File: src/rtl/load_data_unit_if.sv
// Load request / result bundle between the memory stage, the data SRAM read port and writeback.
// master drives requests and SRAM data; slave is the load_data_unit.
interface load_data_unit_if;
  logic        read_enable;
  logic [1:0]  width_ctrl;
  logic        extend_signed;
  logic [31:0] address;
  logic [4:0]  dest_reg;
  logic        stall;
  logic        flush;
  logic [31:0] data_sram_rdata;
  logic [31:0] read_data;
  logic        read_valid;
  logic [4:0]  read_dest_reg;
  logic        busy;
  logic        exception;

  modport master (
    output read_enable, width_ctrl, extend_signed, address, dest_reg, stall, flush,
           data_sram_rdata,
    input  read_data, read_valid, read_dest_reg, busy, exception
  );

  modport slave (
    input  read_enable, width_ctrl, extend_signed, address, dest_reg, stall, flush,
           data_sram_rdata,
    output read_data, read_valid, read_dest_reg, busy, exception
  );
endinterface

File: src/rtl/load_data_unit.sv
// Load formatter: captures request attributes, formats the SRAM word one cycle later and holds it
// until writeback takes it. Define LOAD_ALIGN_CHECK_EN to drop misaligned loads with an exception.
module load_data_unit (
  input logic              clk,
  input logic              reset,
  load_data_unit_if.slave  bus
);

  localparam logic [1:0] MemWidth1 = 2'b00;
  localparam logic [1:0] MemWidth2 = 2'b01;
  localparam logic [1:0] MemWidth4 = 2'b10;

  typedef enum logic [1:0] {StIdle, StWait, StValid} state_e;

  state_e      state_q, state_d;
  logic [1:0]  width_q;
  logic [1:0]  addr_q;
  logic        signed_q;
  logic [4:0]  dest_q;
  logic [31:0] data_q, data_d;
  logic [4:0]  rdest_q;
  logic        valid_q;

  logic req_ok, misaligned, accept, busy;
  logic unused_addr;

  assign unused_addr = ^bus.address[31:2];

  always_comb begin
    misaligned = 1'b0;
`ifdef LOAD_ALIGN_CHECK_EN
    case (bus.width_ctrl)
      MemWidth1: misaligned = 1'b0;
      MemWidth2: misaligned = bus.address[0];
      default:   misaligned = (bus.address[1:0] != 2'b00);
    endcase
`endif
  end

  assign busy   = (state_q == StWait) || ((state_q == StValid) && bus.stall);
  assign req_ok = bus.read_enable && !busy && !bus.flush;
  assign accept = req_ok && !misaligned;

  // Lane selection and extension from the latched attributes.
  always_comb begin
    logic [7:0]  b;
    logic [15:0] h;
    b      = bus.data_sram_rdata[{addr_q, 3'b000} +: 8];
    h      = addr_q[1] ? bus.data_sram_rdata[31:16] : bus.data_sram_rdata[15:0];
    data_d = bus.data_sram_rdata;
    case (width_q)
      MemWidth1: data_d = {{24{signed_q & b[7]}}, b};
      MemWidth2: data_d = {{16{signed_q & h[15]}}, h};
      MemWidth4: data_d = bus.data_sram_rdata;
      default:   data_d = bus.data_sram_rdata;
    endcase
  end

  always_comb begin
    state_d = state_q;
    case (state_q)
      StIdle:  if (accept) state_d = StWait;
      StWait:  state_d = StValid;
      StValid: if (!bus.stall) state_d = accept ? StWait : StIdle;
      default: state_d = StIdle;
    endcase
    if (bus.flush) state_d = StIdle;
  end

  always_ff @(posedge clk) begin
    if (!reset) begin
      state_q  <= StIdle;
      width_q  <= MemWidth4;
      addr_q   <= 2'b00;
      signed_q <= 1'b0;
      dest_q   <= 5'd0;
      data_q   <= 32'd0;
      rdest_q  <= 5'd0;
      valid_q  <= 1'b0;
    end else begin
      state_q <= state_d;
      valid_q <= (state_d == StValid);
      if (accept) begin
        width_q  <= bus.width_ctrl;
        addr_q   <= bus.address[1:0];
        signed_q <= bus.extend_signed;
        dest_q   <= bus.dest_reg;
      end
      if ((state_q == StWait) && !bus.flush) begin
        data_q  <= data_d;
        rdest_q <= dest_q;
      end
    end
  end

  assign bus.read_data     = data_q;
  assign bus.read_valid    = valid_q;
  assign bus.read_dest_reg = rdest_q;
  assign bus.busy          = busy;
  assign bus.exception     = req_ok && misaligned;

endmodule

File: src/flat_wrapper.sv
// flat-port wrapper written by rule: the top's interface ports become plain ports
module load_data_unit_flat 
  (clk, reset, bus_read_enable, bus_width_ctrl, bus_extend_signed, bus_address, bus_dest_reg, bus_stall, bus_flush, bus_data_sram_rdata, bus_read_data, bus_read_valid, bus_read_dest_reg, bus_busy, bus_exception);
  load_data_unit_if bus_i ();
  input logic clk;
  input logic reset;
  input wire logic [$bits(bus_i.read_enable)-1:0] bus_read_enable;
  input wire logic [$bits(bus_i.width_ctrl)-1:0] bus_width_ctrl;
  input wire logic [$bits(bus_i.extend_signed)-1:0] bus_extend_signed;
  input wire logic [$bits(bus_i.address)-1:0] bus_address;
  input wire logic [$bits(bus_i.dest_reg)-1:0] bus_dest_reg;
  input wire logic [$bits(bus_i.stall)-1:0] bus_stall;
  input wire logic [$bits(bus_i.flush)-1:0] bus_flush;
  input wire logic [$bits(bus_i.data_sram_rdata)-1:0] bus_data_sram_rdata;
  output wire logic [$bits(bus_i.read_data)-1:0] bus_read_data;
  output wire logic [$bits(bus_i.read_valid)-1:0] bus_read_valid;
  output wire logic [$bits(bus_i.read_dest_reg)-1:0] bus_read_dest_reg;
  output wire logic [$bits(bus_i.busy)-1:0] bus_busy;
  output wire logic [$bits(bus_i.exception)-1:0] bus_exception;
  assign bus_i.read_enable = bus_read_enable;
  assign bus_i.width_ctrl = bus_width_ctrl;
  assign bus_i.extend_signed = bus_extend_signed;
  assign bus_i.address = bus_address;
  assign bus_i.dest_reg = bus_dest_reg;
  assign bus_i.stall = bus_stall;
  assign bus_i.flush = bus_flush;
  assign bus_i.data_sram_rdata = bus_data_sram_rdata;
  assign bus_read_data = bus_i.read_data;
  assign bus_read_valid = bus_i.read_valid;
  assign bus_read_dest_reg = bus_i.read_dest_reg;
  assign bus_busy = bus_i.busy;
  assign bus_exception = bus_i.exception;
  load_data_unit u_core (.clk(clk), .reset(reset), .bus(bus_i));
endmodule
File: config.mk
export PLATFORM = sky130hd
export DESIGN_NAME = load_data_unit_flat
export DESIGN_NICKNAME = d
export VERILOG_FILES = /design/src/rtl/load_data_unit_if.sv /design/src/rtl/load_data_unit.sv /design/src/flat_wrapper.sv
export SDC_FILE = /design/constraint.sdc
export NUM_CORES = 1
export LEC_CHECK = 0
export CORE_MARGIN = 10
export CORE_UTILIZATION = 40
export DETAILED_ROUTE_END_ITERATION = 6
export PLACE_DENSITY_LB_ADDON = 0.15
export SLEW_MARGIN = 25
export SYNTH_ARGS = -nofsm -noshare
export SYNTH_HDL_FRONTEND = slang
export SYNTH_SLANG_ARGS = --single-unit
File: constraint.sdc
create_clock -name clk -period 1.9 [get_ports clk]
set_input_delay 0.38 -clock clk [delete_from_list [all_inputs] [get_ports clk]]
set_output_delay 0.38 -clock clk [all_outputs]
set_load 0.01 [all_outputs]
* Word-level counts from Yosys, hierarchy flattened
Index checks and enable logic that the tools add are counted.
** Cells by class
- Mux-type cells :: 7
- Bitwise logic cells :: 2
- Reductions and logical operators :: 9
- Shifts and indexed selects :: 1
- Eq/ne operators :: 4
** Operators with widths (number)
- 32-bit one-hot mux with 2 select lines :: 1
- 32-bit by 6-bit variable part select with 8-bit output :: 1
- 16-bit two-way mux :: 1
- 2-bit two-way mux :: 3
- 2-bit one-hot mux with 3 select lines :: 1
- 2-bit by 1-bit == test with 1-bit output (second input constant) :: 2
- 2-bit == test (second input constant) :: 2
- 1-bit logical AND :: 4
- 2-bit zero test :: 2
- 1-bit bitwise AND :: 2
- 1-bit zero test :: 2
- 1-bit logical OR :: 1
- 1-bit two-way mux :: 1
** Word-level totals
- Logic and storage cells :: 31
- Output and inout bits :: 40
- Register bits after elaboration :: 50

* Depth between registers and ports, before layout
- Word-level depth :: 11
- Depth in mapped cells :: 6
- Depth with buffers taken out :: 4

* Worst setup path before layout
Ideal clock, no wire load.
- Path kind :: register to register
- Start :: register u_core.addr_q[1]
- End :: register u_core.data_q[12], in the netlist u_core.bus.read_data[12]
- Cell stages (with the launch flop) :: 6
- Arrival time :: 1.425 ns
- Period minus slack after synthesis :: 1.560 ns
- Setup slack :: 0.340 ns
- Required time :: 1.765 ns
- Setup time :: 0.135 ns
- Cells stage by stage :: dfxtp_1 buf_6 mux2i_4 and3b_1 a2111oi_4 a21oi_1
** On the way
- Longest elaborated chain between the ends :: 3
- Elaborated cells between the ends (all ways) :: 4
- Those cells by class :: shift: 1; mux: 2; bitwise: 1
** Ends and longest elaborated chain
- start, declared :: RTL line load_data_unit.sv:17 : logic [1:0] addr_q;
- start signal, assigned :: RTL line load_data_unit.sv:85 : addr_q <= bus.address[1:0];
- 32-bit by 6-bit variable part select with 8-bit output :: RTL line load_data_unit.sv:48 : b = bus.data_sram_rdata[{addr_q, 3'b000} +: 8];
- 1-bit bitwise AND :: RTL line load_data_unit.sv:52 : MemWidth1: data_d = {{24{signed_q & b[7]}}, b};
- 32-bit one-hot mux with 2 select lines * :: RTL line load_data_unit.sv:51 : case (width_q)
- end signal, assigned :: RTL line load_data_unit.sv:90 : data_q <= data_d;
- end, declared :: RTL line load_data_unit.sv:20 : logic [31:0] data_q, data_d;
Mark *: on every way between the ends. The rest lies on a longest branch, timed or not.
A chain may end at the register's enable or synchronous reset.

* Worst setup path in the final report
- Start :: input bus_stall
- End :: output bus_busy
** On the way
- Longest elaborated chain between the ends :: 2
** Ends and longest elaborated chain
- start, declared :: RTL line flat_wrapper.sv:12 : input wire logic [$bits(bus_i.stall)-1:0] bus_stall;
- 1-bit logical AND :: RTL line load_data_unit.sv:40 : assign busy = (state_q == StWait) || ((state_q == StValid) && bus.stall);
- 1-bit logical OR :: RTL line load_data_unit.sv:40
- end, declared :: RTL line flat_wrapper.sv:18 : output wire logic [$bits(bus_i.busy)-1:0] bus_busy;
Every way passes these cells.

==> flow_summary_export.csv <==
group,metric,value,unit
setup_path,cp_slowest_cell,"clkdlybuf4s50_1",
floorplan,die_h,95.7,um
finish,drive_gt1_frac,0.106,
clock_network,clockBufferDepth,2,
clock_network,htree_levels,2,
synth,synth.area.top_cells,"dfxtp_1 (44%), a21oi_1 (6.3%), mux2i_1 (5.7%)",
setup_path,slowest_delay,0.46,ns
floorplan,initial_core_util,0.414,
finish,syn_to_final_growth,48.5,%
setup_path,endpoint_kind,"output pin",
timing,max_slew_margin,0.608,
route,drt-vias-per-instance,5.25,
setup_path,regToRegSetupSlack,0.16,ns
job,max_cap_viol_count,0,
finish,layout.nets,425,
global_route,grt_pass1_wl,11400,um
route,dr.pass1.iters,4,
route,drt_iter0_markers,148,
setup_path,crit_path_start,"bus_stall",
timing,drv_slew,0,
clock_network,cts_made_buffers,5,
place,portBuffers,85,
timing,finalSetupViolCount,0,
synth,ys_types,33,
setup_path,crit_path_start_kind,"primary input",
clock_network,clock_sink_count,50,
pwr,p_sw,551,uW
synth,synth_ff_type,"dfxtp_1",
synth,synth_fp_nets,336,
clock_network,postCtsHoldBufs,0,
synth,synth-edff-count,0,
pwr,comb_power_share,0.159,
global_route,grt_max_degree,63,
timing,finalClockSkew,0.00533,ns
global_route,overflow,0,
timing,final_hold_viol_count,0,
synth,ys_ff_latch,50,
timing,worst_pin_slew,0.587,ns
route,wl_per_cell,17.1,um
pwr,internal_power,1.58,mW
clock_network,path_clk_slew,0.10,ns
place,dp_cells,413,
finish,largest_register_ffs,32,
finish,stdcell_count,421,
timing,fmax,566,MHz
setup_path,path_class,"in -> out",
setup_path,rr_worst_depth,5,
clock_network,clk_latency,0.31,ns
setup_path,worstPathCellList,"clkdlybuf4s50_1 > nand2_1 > o21ai_0 > dlygate4sd2_1",
place,place.gp.congestion,0.784,
route,ant_nets,0,
global_route,grt_pass1_vias,2171,
pwr,finalPower,2.13,mW
route,drcViolationCount,0,
synth,synth_area,2290,um^2
route,num_vias,2212,
pwr,ir_worst_vdd,376,uV
floorplan,die-area,9150,um^2
floorplan,ioPinCount,117,
setup_path,critPathRequiredTime,1.52,ns
synth,syn_inst,259,
setup_path,rr_startpoint,"u_core.addr_q[1]",
pwr,seq_power_share,0.518,
timing,min_period,1.77,ns
synth,synth_top_cell_area_share,0.437,
timing,worst_hold_slack,0.465,ns
setup_path,crit_fanout,2,
route,wl,7210,um
clock_network,root_buffer,"clkbuf_8",
floorplan,rows,27,
worst_hold_path,hold_start,"u_core.bus.read_dest_reg[4]",
synth,ys_warn_count,0,
timing,grt_setup_unrepaired,"false",
synth,synth-async-reset-ratio,0,
place,dpl_cell_area,3300,um^2
worst_hold_path,hold_path_class,"reg -> reg",
synth,synth_top_area_cell,"dfxtp_1",
pwr,powerDensity,626,nW/um^2
clock_network,cts_setup_buffers,0,
clock_network,tritoncts,"done",
finish,design_area,3400,um^2
global_route,track_usage,0.158,
pwr,leakage,1.38,nW
outcome,outcome,"completed",
synth,synth.yosys.seq_area_share,0.437,
floorplan,coreArea,5540,um^2
timing,period_share,0.930,
floorplan,die_w,95.7,um
setup_path,r2r-end,"u_core.bus.read_data[12]",
place,place_worst_setup_slack,-0.172,ns
setup_path,worstSetupEndpoint,"bus_busy",
synth,avgSynthCellArea,8.85,um^2
global_route,antenna_found_initial,0,
finish,antenna_cells,0,
timing,worst_slack,0.134,ns
place,dp.final_hpwl,5240,um
setup_path,critPathArrivalTime,1.39,ns
pwr,swShare,0.259,
pwr,power.share.clock,0.323,
## what timing repair did
action                     in CTS  in global routing
resized for setup               1                  1
pin swaps                       0                  0
setup endpoints to repair       1                  7
## routing by layer
| layer | routed length [um] | global-route usage |
|---|---|---|
| met1 | 3060 | 0.200 |
| met2 | 3390 | 0.248 |
| met3 | 695 | 0.0597 |
| met4 | 66 | 0.0369 |
| met5 | 0 | 0 |
## worst min-delay path by stage
stage                                        endpoint  cells past startpoint
after detailed placement  u_core.bus.read_dest_reg[2]                      2
final                     u_core.bus.read_dest_reg[4]                      2
after global placement    u_core.bus.read_dest_reg[4]                      2
after CTS                 u_core.bus.read_dest_reg[4]                      2
after global routing      u_core.bus.read_dest_reg[0]                      2
after floorplan           u_core.bus.read_dest_reg[0]                      2
## kinds of logic after synthesis
logic type / synth area share
other: 0.00164
AND/OR/NAND/NOR: 0.221
multiplexers: 0.0912
flip-flops: 0.437
AO/OA/AOI/OAI: 0.202
buffers and inverters: 0.0481
## through the flow
| step | TNS [ns] | utilization |
|---|---|---|
| 2_1_floorplan | 0 | - |
| 3_3_place_gp | -0.712 | 0.596 |
| 3_5_place_dp | -0.839 | 0.596 |
| 4_1_cts | 0 | 0.613 |
| 5_1_grt | 0 | 0.614 |
| 6_report | 0 | 0.614 |
## Yosys cell counts (all sizes together) (2+ instances only)
master,n
dfxtp,50
nand2b,5
and3,18
a21oi,29
buf,8
clkbuf,13
nand3b,9
nor2b,11
inv,3
o2111ai,2
nor3b,3
a221oi,2
a222oi,5
o21ai,26
mux2i,14
o211ai,8
nor2,14
mux2,5
nand2,26
## cell type report
cell class | count | area [um^2]
tap | 72 | 90.1
fill | 536 | 2140
multi-input combinational | 185 | 1190
sequential | 50 | 1000
clock buffer | 6 | 82.6
inverter | 3 | 11.3
timing repair buffer | 103 | 1010
clock inverter | 2 | 16.3
## cells in the final DEF (no fill, tap or decap), types with 2 or more instances in the layout
cell type	n
clkdlybuf4s50_1	84
dfxtp_1	50
a21oi_1	29
nand2_1	26
o21ai_0	25
and3_1	18
buf_4	16
nor2_1	14
mux2i_1	13
nor2b_1	11
nand3b_1	9
o211ai_1	8
clkbuf_8	6
nand2b_1	5
mux2_2	5
a222oi_1	5
inv_1	3
a221oi_1	2
o2111ai_1	2
buf_12	2
## critical path: cells and delay by family
kind / cells / cell delay [ns]
AOI/OAI and AO/OA: 1 / 0.19
buffers and inverters: 2 / 0.76
and+or+nand+nor: 1 / 0.06
## power by group through the flow
stage / Sequential, mW / Clock [mW] / Combinational [mW]
floorplan: 1.13 / 0 / 0.136
global placement: 1.13 / 0 / 0.337
detailed placement: 1.13 / 0 / 0.339
CTS: 1.10 / 0.698 / 0.341
global route: 1.11 / 0.736 / 0.367
finish: 1.10 / 0.688 / 0.339
(Power assumes the default switching activity.)
